### src/rtl/restoring_divider_pkg.sv
// Shared types and helpers for the sequential restoring divider.
package restoring_divider_pkg;

  // Controller states: waiting for work, iterating, presenting a result.
  typedef enum logic [1:0] {
    IDLE = 2'd0,
    CALC = 2'd1,
    DONE = 2'd2
  } div_state_t;

  // Width of the step counter. It must hold WIDTH-1, and it is at least one bit wide.
  function automatic int cnt_width(input int width);
    return (width < 2) ? 1 : $clog2(width);
  endfunction

endpackage

### src/rtl/borrow_sub_n.sv
// N-bit ripple borrow subtractor built from a chain of full_subtractor cells.
module borrow_sub_n #(
  parameter int N = 5
) (
  input  logic [N-1:0] A,
  input  logic [N-1:0] B,
  input  logic         Bin,
  output logic [N-1:0] D,
  output logic         Bout
);

  // borrow[i] is the borrow into bit i. The last entry is the overall borrow out.
  logic [N:0] borrow;

  assign borrow[0] = Bin;

  generate
    for (genvar gi = 0; gi < N; gi++) begin : g_bit
      full_subtractor u_fs (
        .a    (A[gi]),
        .b    (B[gi]),
        .bin  (borrow[gi]),
        .d    (D[gi]),
        .bout (borrow[gi+1])
      );
    end
  endgenerate

  assign Bout = borrow[N];

endmodule

### src/rtl/full_subtractor.sv
// One-bit full subtractor: d = a - b - bin, with a borrow out.
module full_subtractor (
  input  logic a,
  input  logic b,
  input  logic bin,
  output logic d,
  output logic bout
);

  assign d    = a ^ b ^ bin;
  assign bout = (~a & b) | (~(a ^ b) & bin);

endmodule

### src/rtl/restoring_divider.sv
// Sequential unsigned restoring divider. It performs one trial subtraction per
// cycle. The borrow out of the trial decides whether the difference is kept or
// the partial remainder is restored. The handshake is start/done, and only one
// operation is in flight at a time.
module restoring_divider
  import restoring_divider_pkg::*;
#(
  parameter int WIDTH = 4
) (
  input  logic             clk,
  input  logic             rst,
  input  logic             start,
  input  logic [WIDTH-1:0] dividend,
  input  logic [WIDTH-1:0] divisor,
  output logic             ready,
  output logic             done,
  output logic [WIDTH-1:0] quotient,
  output logic [WIDTH-1:0] remainder,
  output logic             div_by_zero
);

  localparam int CW = cnt_width(WIDTH);

  div_state_t       state_reg;
  logic [WIDTH-1:0] r_reg;
  logic [WIDTH-1:0] q_reg;
  logic [CW-1:0]    count_reg;
  logic [WIDTH-1:0] dividend_reg;
  logic [WIDTH-1:0] divisor_reg;
  logic             ready_reg;
  logic             done_reg;
  logic [WIDTH-1:0] quotient_reg;
  logic [WIDTH-1:0] remainder_reg;
  logic             dz_reg;

  // Trial subtraction datapath. The partial remainder is shifted left and
  // takes in the next dividend bit.
  logic [WIDTH:0]   s;
  logic [WIDTH:0]   diff;
  logic             bout;
  logic [WIDTH-1:0] r_next;
  logic [WIDTH-1:0] q_next;

  assign s = {r_reg, q_reg[WIDTH-1]};

  borrow_sub_n #(
    .N (WIDTH + 1)
  ) u_sub (
    .A    (s),
    .B    ({1'b0, divisor_reg}),
    .Bin  (1'b0),
    .D    (diff),
    .Bout (bout)
  );

  // A borrow means the divisor did not fit. In that case the shifted
  // remainder is restored and a 0 quotient bit is recorded.
  assign r_next = bout ? s[WIDTH-1:0] : diff[WIDTH-1:0];
  assign q_next = {q_reg[WIDTH-2:0], ~bout};

  // When there is no borrow, the top difference bit is always zero, so it is never needed.
  logic unused_diff_msb;
  assign unused_diff_msb = diff[WIDTH];

  assign ready       = ready_reg;
  assign done        = done_reg;
  assign quotient    = quotient_reg;
  assign remainder   = remainder_reg;
  assign div_by_zero = dz_reg;

  // Controller, iteration registers and registered result outputs.
  always_ff @(posedge clk) begin
    if (rst) begin
      state_reg     <= IDLE;
      r_reg         <= '0;
      q_reg         <= '0;
      count_reg     <= '0;
      dividend_reg  <= '0;
      divisor_reg   <= '0;
      ready_reg     <= 1'b1;
      done_reg      <= 1'b0;
      quotient_reg  <= '0;
      remainder_reg <= '0;
      dz_reg        <= 1'b0;
    end else begin
      case (state_reg)
        IDLE: begin
          if (start) begin
            dividend_reg <= dividend;
            divisor_reg  <= divisor;
            r_reg        <= '0;
            q_reg        <= dividend;
            count_reg    <= CW'(WIDTH - 1);
            ready_reg    <= 1'b0;
            state_reg    <= (divisor == '0) ? DONE : CALC;
          end
        end

        CALC: begin
          r_reg     <= r_next;
          q_reg     <= q_next;
          count_reg <= count_reg - CW'(1);
          if (count_reg == '0) begin
            // The final step's result is published directly, so done
            // coincides with the DONE state.
            state_reg     <= DONE;
            done_reg      <= 1'b1;
            quotient_reg  <= q_next;
            remainder_reg <= r_next;
            dz_reg        <= 1'b0;
          end
        end

        DONE: begin
          if (done_reg) begin
            done_reg  <= 1'b0;
            ready_reg <= 1'b1;
            state_reg <= IDLE;
          end else begin
            // A divide-by-zero enters DONE straight from IDLE. It publishes
            // its saturated result one cycle later, then leaves through the
            // branch above.
            done_reg      <= 1'b1;
            quotient_reg  <= '1;
            remainder_reg <= dividend_reg;
            dz_reg        <= 1'b1;
          end
        end

        default: begin
          state_reg <= IDLE;
          ready_reg <= 1'b1;
          done_reg  <= 1'b0;
        end
      endcase
    end
  end

endmodule

### config.mk
export PLATFORM = sky130hd
export DESIGN_NAME = restoring_divider
export DESIGN_NICKNAME = d
export VERILOG_FILES = /design/src/rtl/restoring_divider_pkg.sv /design/src/rtl/borrow_sub_n.sv /design/src/rtl/full_subtractor.sv /design/src/rtl/restoring_divider.sv
export SDC_FILE = /design/constraint.sdc
export NUM_CORES = 1
export LEC_CHECK = 0
export CORE_MARGIN = 1.5
export CORE_UTILIZATION = 51
export CTS_BUF_LIST = sky130_fd_sc_hd__clkbuf_2 sky130_fd_sc_hd__clkbuf_4 sky130_fd_sc_hd__clkbuf_8
export DETAILED_ROUTE_END_ITERATION = 16
export PLACE_DENSITY = 0.76
export SYNTH_ARGS = -nofsm -noshare
export SYNTH_HDL_FRONTEND = slang
export SYNTH_HIERARCHICAL = 1
export SYNTH_SLANG_ARGS = --single-unit
### constraint.sdc
create_clock -name clk -period 3.49 [get_ports clk]
set_input_delay 0.5235 -clock clk [delete_from_list [all_inputs] [get_ports clk]]
set_output_delay 0.5235 -clock clk [all_outputs]
set_load 0.01 [all_outputs]
==> results of run 1 <==
-- cells in the mapped netlist --
library cell / number / area share (%)
fa_1: 5 / 6.3
clkbuf_1: 4 / 0.95
nor3_1: 3 / 0.95
nand3_1: 9 / 2.9
o22ai_1: 4 / 1.6
nand2b_1: 3 / 1.2
o21ai_0: 1 / 0.32
a21oi_1: 12 / 3.8
nor2b_1: 4 / 1.6
a211oi_1: 8 / 3.8
conb_1: 1 / 0.24
o41ai_1: 2 / 1.1
nor4_1: 4 / 1.6
dfxtp_1: 31 / 39
a32oi_1: 4 / 2.2
o211ai_1: 2 / 0.95
a211o_1: 2 / 1.1
o21ai_1: 1 / 0.32
mux2_1: 1 / 0.71
buf_2: 3 / 0.95
mux2_2: 4 / 2.9
nand2_1: 16 / 3.8
mux2i_1: 8 / 5.1
nand4b_1: 1 / 0.55
o211a_1: 1 / 0.63
o21a_1: 2 / 0.95
buf_4: 2 / 0.95
a31oi_1: 2 / 0.79
nor2_1: 9 / 2.1
or3b_1: 1 / 0.55
inv_1: 26 / 6.2
a221oi_1: 1 / 0.55
ha_1: 4 / 3.2
-- how the worst max path moves through the flow --
stage              endpoint  cells past startpoint  slack, ps      startpoint
2_1_floorplan      r_reg[3]                     18        180  divisor_reg[0]
3_3_place_gp       r_reg[1]                     18         70  divisor_reg[0]
3_5_place_dp       r_reg[3]                     18        -70  divisor_reg[0]
4_1_cts            r_reg[1]                     18         10  divisor_reg[0]
5_1_grt            r_reg[3]                     18         10  divisor_reg[0]
6_report       remainder[3]                     17        170        q_reg[3]
-- cells in the final DEF (no fill, tap or decap) --
cell	netlist	final
nor3_1	3	3
mux2i_1	8	7
or3b_1	1	1
a32oi_1	4	4
o211a_1	1	1
clkdlybuf4s50_1	0	21
nor2b_1	4	4
inv_4	0	1
o41ai_1	2	2
nand3_1	9	9
a21oi_1	12	12
ha_1	4	4
dfxtp_2	0	2
nand2b_1	3	3
mux2_4	0	4
buf_4	2	4
a31oi_1	2	2
clkbuf_4	0	6
a211o_1	2	2
fa_1	5	2
a211oi_1	8	8
mux2i_2	0	1
a221oi_1	1	1
inv_2	0	1
o21a_1	2	2
mux2_1	1	1
inv_1	26	24
nor4_1	4	4
nor2_1	9	9
o21ai_0	1	1
nand4b_1	1	1
dfxtp_1	31	29
fa_2	0	3
o22ai_1	4	4
nand2_1	16	16
o211ai_1	2	2
o21ai_1	1	1
conb_1	1	2
-- timing repair --
item,4_1_cts,5_1_grt
endpoints found under the setup margin,8,8
pin swaps,0,4
setup buffers,1,1
cloned,0,0
resized for setup,2,11
-- critical path: stages, from the launching register on --
cell,delay (ps)
dfxtp_2,340
fa_2,380
inv_2,60
inv_1,50
fa_2,320
inv_1,50
inv_1,40
fa_1,350
inv_1,60
inv_1,40
fa_1,340
inv_1,70
inv_1,60
fa_2,370
inv_4,100
mux2_4,320
mux2i_2,160
o22ai_1,110
-- cells by family after synthesis --
logic type               share of synthesized area, %
AND/OR/NAND/NOR                                 15.20
AO/OA/AOI/OAI                                   18.13
buffers and inverters                           9.025
flip-flops                                      39.27
multiplexers                                    8.630
adder cells (fa/ha/maj)                         9.502
other                                          0.2373
-- metrics by stage --
step | hold slack [ps] | utilization (%) | setup WS, ps | cell area (um^2)
finish | 459.9 | 63.17 | 174.6 | 1897
global route | 479.6 | 63.17 | 14.19 | 1897
floorplan | 436.0 | - | 184.5 | 1584
detailed placement | 445.2 | 60.12 | -73.92 | 1805
CTS | 462.0 | 62.00 | 13.22 | 1862
global placement | 446.9 | 60.12 | 71.56 | 1805
-- final cells by class --
type                            count  share of cell area [%]
Clock buffer                        6                   2.375
Inverter                           26                   5.277
Multi-Input combinational cell    116                   44.66
Sequential cell                    31                   32.85
Tap cell                           33                   2.177
Timing Repair Buffer               25                   12.66
-- metal layers --
layer | global-route usage [%] | vias to the layer above | share of wire, %
li1 | - | 667 | -
met1 | 28.83 | 627 | 47
met2 | 30.66 | 35 | 46
met3 | 6.813 | 8 | 4.7
met4 | 10.39 | 0 | 1.9
met5 | 0 | - | 0
-- report_power, final --
group,internal [mW],leakage [nW],switching [mW],total (mW)
combinational,0.357,0.450,0.453,0.809
clock,0.0793,0.0276,0.119,0.198
sequential,0.449,0.255,0.0569,0.506
total,0.885,0.732,0.628,1.51
==> impl_metrics.ini, run 1 <==
[floorplan]
io_pins = 22
die-width_um = 58.67
die_area_mm2 = 0.003442
start_util_pct = 52.63
die_y_um = 58.67
placementRows = 20
core_mm2 = 0.003003

[global_routing]
antenna_found_initial = 0
grt_pass1_vias = 1225
grt.total_usage_pct = 21.27
grt_pass1_wl_um = 5437
grt-ovfl-total = 0
grt_max_degree = 27

[setup_path]
worstPathMaxFanout = 5
critPathLaunchType = flop
timing.rr.end = remainder[3]
crit_path_end_kind = flop
r2r_setup_slack_ps = 170
arrival_ps = 3540
reg2regPathDepth = 17
worstPathRequired_ps = 3710
reg2reg_from = q_reg[3]
worstSetupPathType = flop to flop

[route]
drtAntennaViolNets = 0
wirelength_um = 3348
drc_errors = 0
via_per_inst = 5.641
wl_per_cell_um = 14.13
vias = 1337
drt_iter0_drc = 40
first_pass_iters = 4

[timing]
clock_skew_ps = 9.245
max_freq_mhz = 301.6
fin_tns_setup_ps = 0
max-slew-margin-rel_pct = 53.00
setup_viol = 0
report.final.slew_viol_count = 0
fin_crit_ps = 3315
period_share_pct = 95.00
worst_slew_pin_slew_ps = 705.0
rsz0062_at_grt = no
hold_viol = 0

[clock_network]
clk_pin_slew_ps = 90
cts_made_buffers = 5
cts_sinks = 31
cts_tree = yes
worstSkewPairLatency_ps = 340
cts_root_buffer = clkbuf_4
cts_buffer_depth = 2
htree_levels = 2
cts_hold_buf = 0

[logic_synthesis]
syn_avg_cell_area_um2 = 8.731
yosys_warnings = 6
ys_seq_elements = 31
syn_inst = 181
seq_area_frac_synth_pct = 39.27
synth_cell_types = 33
synth_area_mm2 = 0.001580

[worst_hold_path]
min_path_type = flop to flop
hold_start = quotient[1]
whs_path_depth = 2
holdPathEnd = quotient[1]

[cells_and_area]
final-seq-area_um2 = 623.1
n_fill_cell = 253
fin_cells = 237
multi_input_area_um2 = 847.1
drive_gt1_share_pct = 10.78
layout.nets = 225
area_growth_pct = 20.03
antennaDiodeCount = 0

[status]
run_status = completed

[pwr]
p_leak_nw = 0.7324
totalPowerFinal_mw = 1.513
p_per_area_mw_per_mm2 = 797.5
irDropWorstVdd_mv = 0.4043

[job]
drv_cap = 0

[placed_design]
dp_cells = 229
place_hpwl_um = 2450
gp_congestion = 0.8843
placement.io_buffers = 21
No activity file was read; power rests on OpenSTA's default activity.
==> run 2, diff against run 1 <==
--- a/config.mk
+++ b/config.mk
@@ -10,6 +10,7 @@
 export CTS_BUF_LIST = sky130_fd_sc_hd__clkbuf_2 sky130_fd_sc_hd__clkbuf_4 sky130_fd_sc_hd__clkbuf_8
 export DETAILED_ROUTE_END_ITERATION = 16
 export PLACE_DENSITY = 0.76
+export SKIP_LAST_GASP = 1
 export SYNTH_ARGS = -nofsm -noshare
 export SYNTH_HDL_FRONTEND = slang
 export SYNTH_HIERARCHICAL = 1
==> results of run 2 <==
Same layout as run 1: the final DEF is identical, and so are final timing and power.
